===== src/rtl/hazard_ctrl_unit.sv =====
// Hazard controller for the 5-stage RV32I pipeline: combinational forwarding plus
// a stall FSM (load-use bubbles, memory freeze). HAZARD_PERF_CNT_EN adds perf counters.

module hazard_fwd_lane #(
  parameter int ADDRESS_WIDTH = 5
) (
  input  logic [ADDRESS_WIDTH-1:0] rs,
  input  logic [ADDRESS_WIDTH-1:0] rd_m,
  input  logic [ADDRESS_WIDTH-1:0] rd_w,
  input  logic                     reg_write_m,
  input  logic                     reg_write_w,
  input  logic                     load_m,
  output logic [1:0]               sel
);
  // Load data is not available in M yet, so a load in M never feeds the bypass.
  always_comb begin
    sel = 2'd0;
    if (rs != '0) begin
      if (reg_write_m && !load_m && rs == rd_m) sel = 2'd2;
      else if (reg_write_w && rs == rd_w)       sel = 2'd1;
    end
  end
endmodule

module hazard_ctrl_unit #(
  parameter int ADDRESS_WIDTH   = 5,
  parameter int LOAD_USE_STALLS = 1,
  parameter int CNT_WIDTH       = 3
) (
  input  logic                     clk,
  input  logic                     rst_n,
  input  logic [ADDRESS_WIDTH-1:0] Rs1D,
  input  logic [ADDRESS_WIDTH-1:0] Rs2D,
  input  logic [ADDRESS_WIDTH-1:0] Rs1E,
  input  logic [ADDRESS_WIDTH-1:0] Rs2E,
  input  logic [ADDRESS_WIDTH-1:0] RdE,
  input  logic [ADDRESS_WIDTH-1:0] RdM,
  input  logic [ADDRESS_WIDTH-1:0] RdW,
  input  logic                     RegWriteM,
  input  logic                     RegWriteW,
  input  logic                     ResultSrcE,
  input  logic                     ResultSrcM,
  input  logic                     PCSrcE,
  input  logic                     MemReadyM,
  output logic [1:0]               ForwardAE,
  output logic [1:0]               ForwardBE,
  output logic                     StallF,
  output logic                     StallD,
  output logic                     StallE,
  output logic                     StallM,
  output logic                     FlushD,
  output logic                     FlushE
`ifdef HAZARD_PERF_CNT_EN
  ,
  output logic [31:0]              stall_cycles,
  output logic [31:0]              flush_events
`endif
);
  localparam int NUM_LANES = 2;

  typedef enum logic [1:0] {IDLE, LU_STALL, MEM_WAIT} state_t;

  logic [NUM_LANES-1:0][ADDRESS_WIDTH-1:0] rs_e;
  logic [NUM_LANES-1:0][1:0]               fwd;

  assign rs_e = {Rs2E, Rs1E};

  for (genvar i = 0; i < NUM_LANES; i++) begin : g_lane
    hazard_fwd_lane #(.ADDRESS_WIDTH(ADDRESS_WIDTH)) u_lane (
      .rs          (rs_e[i]),
      .rd_m        (RdM),
      .rd_w        (RdW),
      .reg_write_m (RegWriteM),
      .reg_write_w (RegWriteW),
      .load_m      (ResultSrcM),
      .sel         (fwd[i])
    );
  end

  assign ForwardAE = rst_n ? fwd[0] : 2'd0;
  assign ForwardBE = rst_n ? fwd[1] : 2'd0;

  state_t               state, state_nxt, saved, saved_nxt, cur;
  logic [CNT_WIDTH-1:0] cnt, cnt_nxt;
  logic                 lu_hit;
  logic                 stall_fd, stall_em, flush_d, flush_e;

  assign lu_hit = ResultSrcE && (RdE != '0) && ((Rs1D == RdE) || (Rs2D == RdE));

  always_ff @(posedge clk or negedge rst_n) begin
    if (!rst_n) begin
      state <= IDLE;
      saved <= IDLE;
      cnt   <= '0;
    end else begin
      state <= state_nxt;
      saved <= saved_nxt;
      cnt   <= cnt_nxt;
    end
  end

  // A wait resumes in the same cycle ready returns, so the saved state's
  // behaviour (and any outstanding bubble) applies on that cycle.
  always_comb begin
    cur       = (state == MEM_WAIT) ? saved : state;
    state_nxt = state;
    saved_nxt = saved;
    cnt_nxt   = cnt;
    stall_fd  = 1'b0;
    stall_em  = 1'b0;
    flush_d   = 1'b0;
    flush_e   = 1'b0;
    if (!MemReadyM) begin
      stall_fd  = 1'b1;
      stall_em  = 1'b1;
      state_nxt = MEM_WAIT;
      saved_nxt = cur;
    end else begin
      state_nxt = cur;
      case (cur)
        LU_STALL: begin
          stall_fd = 1'b1;
          flush_e  = 1'b1;
          cnt_nxt  = cnt - CNT_WIDTH'(1);
          if (cnt == CNT_WIDTH'(1)) state_nxt = IDLE;
        end
        default: begin
          if (PCSrcE) begin
            flush_d = 1'b1;
            flush_e = 1'b1;
          end else if (lu_hit) begin
            stall_fd = 1'b1;
            flush_e  = 1'b1;
            if (LOAD_USE_STALLS > 1) begin
              state_nxt = LU_STALL;
              cnt_nxt   = CNT_WIDTH'(LOAD_USE_STALLS - 1);
            end
          end
        end
      endcase
    end
  end

  assign StallF = rst_n & stall_fd;
  assign StallD = rst_n & stall_fd;
  assign StallE = rst_n & stall_em;
  assign StallM = rst_n & stall_em;
  assign FlushD = ~rst_n | flush_d;
  assign FlushE = ~rst_n | flush_e;

`ifdef HAZARD_PERF_CNT_EN
  always_ff @(posedge clk or negedge rst_n) begin
    if (!rst_n) begin
      stall_cycles <= '0;
      flush_events <= '0;
    end else begin
      if (StallF && stall_cycles != '1) stall_cycles <= stall_cycles + 32'd1;
      if (FlushD && flush_events != '1) flush_events <= flush_events + 32'd1;
    end
  end
`endif
endmodule


===== config.mk =====
export PLATFORM = sky130hd
export DESIGN_NAME = hazard_ctrl_unit
export DESIGN_NICKNAME = d
export VERILOG_FILES = /design/src/rtl/hazard_ctrl_unit.sv
export SDC_FILE = /design/constraint.sdc
export NUM_CORES = 1
export LEC_CHECK = 0
export ABC_CLOCK_PERIOD_IN_PS = 2440
export CAP_MARGIN = 20
export CORE_MARGIN = 2
export CORE_UTILIZATION = 35
export DETAILED_ROUTE_END_ITERATION = 8
export PLACE_DENSITY_LB_ADDON = 0.15
export SLEW_MARGIN = 20
export SYNTH_ARGS = -nofsm -noshare
export SYNTH_HDL_FRONTEND = slang
export SYNTH_SLANG_ARGS = --single-unit

===== constraint.sdc =====
create_clock -name clk -period 2.44 [get_ports clk]
set_clock_uncertainty 0.2 [all_clocks]
set_input_delay 0.488 -clock clk [delete_from_list [all_inputs] [get_ports clk]]
set_output_delay 0.488 -clock clk [all_outputs]
set_load 0.01 [all_outputs]

==> impl_metrics.yaml <==
sta:
  maxSlewHeadroom_pct: 74.4
  period_share_pct: 99.9
  hold_viol: 0
  grt_setup_unrepaired: "true"
  setup_viol: 0
  fmax_ghz: 0.410
  tightest_slew_ns: 0.381
  drv_slew: 0
  post-route-min-period_ns: 2.44
clock_tree:
  cts_tree: "built"
  clockBufferDepth: 2
  path_clk_slew_ns: 0.05
  cts_max_level: 1
  cts.sinks: 7
  cts_buffers: 3
  worstSkewPairLatency_ns: 0.26
  cts-root-buf: "clkbuf_4"
critical_path:
  crit_chain: "clkdlybuf4s15_1 -> inv_1 -> a221o_1 -> nor4_4 -> nor3b_2 -> buf_2"
  r2r_setup_slack_ns: 0.88
  worstPathArrival_ns: 1.75
  endpoint: "ForwardAE[1]"
  start_kind: "primary input"
  end_kind: "output pin"
  crit_type: "primary input to output pin"
  r2r_cells: 5
  required_ns: 1.75
  path_buf_inv: 3
  timing.rr.start: "state[1]$_DFF_PN0_"
  crit_start: "RdM[1]"
  slowest_delay_ns: 0.35
  reg2reg_to: "cnt[0]$_DFFE_PN0P_"
  cp_top_family: "simple AND/OR/NAND/NOR gates"
  slowest_stage: "a221o_1"
  cp_max_fo: 2
  crit_cells: 6
die:
  core_area_sq_um: 2190
  die_area_sq_um: 2670
  die_h_um: 51.7
  die_x_um: 51.7
  io_pins: 53
  rows: 17
  start_util_pct: 36.4
routing:
  vias_per_cell: 4.83
  ant_nets: 0
  vias: 1000
  drt_wl_total_mm: 2.50
  wire_per_inst_um: 12.1
  firstDrtPassIters: 4
  drt_iter0_drc: 5
  remaining_drc_errors: 0
synth:
  muxShareOfSynthArea_pct: 1.26
  avgSynthCellArea_sq_um: 8.30
  yosys_warnings: 0
  yosys.area_share.xor_xnor_pct: 33.0
  ys.flop_type: "dfrtp_1"
  yosys.area_share.simple_pct: 21.4
  ys_async_sr_fraction_pct: 100
  ys_seq_area_share_pct: 22.0
  yosys_register_bits: 7
  synth_edf_count: 0
  synth_nets: 141
  synth_compound_area_share_pct: 13.2
  synth_adder_area_share_pct: 3.14
  netlist_area_sq_um: 797
  syn_inst: 96
  ys_types: 30
  synth_top_family_by_area: "XOR/XNOR gates"
outcome:
  status: "completed"
final_layout:
  area_growth_pct: 100
  instances_no_fill: 207
  final_util_pct: 72.8
  antennaDiodeCount: 0
  fin_area_sq_um: 1590
  fin_nets: 225
  layout-drive-gt1-share_pct: 34.1
power_and_ir_drop:
  pwr_density_cell_nw_per_um2: 409
  peakVddDrop_mv: 0.374
  power.leakage_nw: 0.757
global_route:
  antenna_found_initial: 0
  grt_pass1_wl_mm: 4.20
  busiest_layer: "met2"
  grt_max_degree: 8
  met2_usage_pct: 41.5
  grt_pass1_vias: 1061
  gr-usage-met1_pct: 19.9
  grt.total_usage_pct: 20.9
  grt_util_met3_pct: 4.89
  grt-ovfl-total: 0
hold_path:
  hold_path_class: "primary input to async pin"
placed_design:
  placedCellCount: 202
  portBuffers: 52
  hpwl_mm: 2.16
  placed_area_sq_um: 1550
  place_congestion: 0.783
flow_run:
  max_cap_violations: 0
## logic make-up after synthesis
group	count (synthesis)
AND/OR/NAND/NOR	31
AO/OA/AOI/OAI	14
XOR/XNOR	30
multiplexers	1
adder cells (fa/ha/maj)	2
flip-flops	7
buffers and inverters	11
## metal layers
metal	share of wire, %	up-vias
met5	0	-
met4	4.9	0
met3	6.1	11
met2	52	42
met1	37	446
li1	-	501
## synth_stat cells, types with 3 or more instances
cell type	instances	area share, %
nand3_1	5	3.1
nand4_1	3	2.4
xnor2_1	27	30
or4_1	3	2.8
nand2_1	6	2.8
xor2_1	3	3.3
dfrtp_1	7	22
nand2b_1	3	2.4
nor2_1	3	1.4
inv_1	9	4.2
o21ai_0	3	1.9
nor4_1	3	2.4
## flip-flops by register name, indices dropped and copies added, names as in the netlist
| signal | count |
|---|---|
| state | 2 |
| cnt | 3 |
| saved | 2 |
## area by class of cell
| cell class | count | area [sq um] |
|---|---|---|
| repair buffers | 81 | 674 |
| flip-flops and latches | 7 | 175 |
| fillers | 178 | 597 |
| well taps | 28 | 35.0 |
| clock buffers | 4 | 26.3 |
| inverters | 9 | 33.8 |
| multi-input cells | 78 | 649 |
## where the power goes
group          switching [mW]  leakage [nW]  internal [mW]
logic                   0.144         0.656          0.195
clock network          0.0469        0.0150         0.0627
registers              0.0383        0.0856          0.165
## layout by cell type (no fill, tap or decap), types with 2 or more instances in the layout
cell type / instances
nor2_4: 2
clkdlybuf4s50_1: 16
nand2_1: 6
buf_6: 2
buf_2: 12
dfrtp_1: 7
ha_1: 2
nand4_1: 3
xor2_1: 3
clkbuf_2: 2
clkbuf_4: 3
nand3_1: 5
nand2b_1: 2
buf_4: 27
dlygate4sd2_1: 12
clkdlybuf4s15_1: 4
inv_1: 9
or4_4: 3
o21ai_0: 3
nor3b_2: 2
xnor2_1: 27
dlymetal6s2s_1: 5
## timing repair
action | 4_1_cts | 5_1_grt
resized for setup | 91 | 11
setup endpoints to repair | 10 | 10
pin swaps | 13 | 9
setup buffers | 1 | 0
hold buffers | 0 | 0
## stage by stage
step	TNS, ns	hold WS (ns)	setup slack (ns)	power [mW]
floorplan	0	-0.00759	0.140	0.370
global placement	-4.78	0.261	-0.623	0.543
detailed placement	-5.01	0.263	-0.676	0.557
CTS	0	0.274	0.000628	0.656
global route	-0.0645	0.175	-0.0457	0.712
finish	0	0.138	0.00284	0.652
## how the worst min path moves through the flow
stage / endpoint / cells past startpoint / slack (ns)
after floorplan: cnt[0]$_DFFE_PN0P_ / 0 / -0.008
after global placement: cnt[2]$_DFFE_PN0P_ / 1 / 0.26
after detailed placement: cnt[2]$_DFFE_PN0P_ / 1 / 0.26
after CTS: cnt[2]$_DFFE_PN0P_ / 1 / 0.27
after global routing: cnt[2]$_DFFE_PN0P_ / 3 / 0.17
final: saved[0]$_DFFE_PN0N_ / 3 / 0.14
## worst reg2reg max path, cell delays in order (launching register included)
cell	delay, ns
dfrtp_1	0.40
nand2_1	0.07
o31ai_1	0.34
buf_4	0.19
nand2_1	0.10
xnor2_1	0.14
No activity file was read; power rests on OpenSTA's default activity.
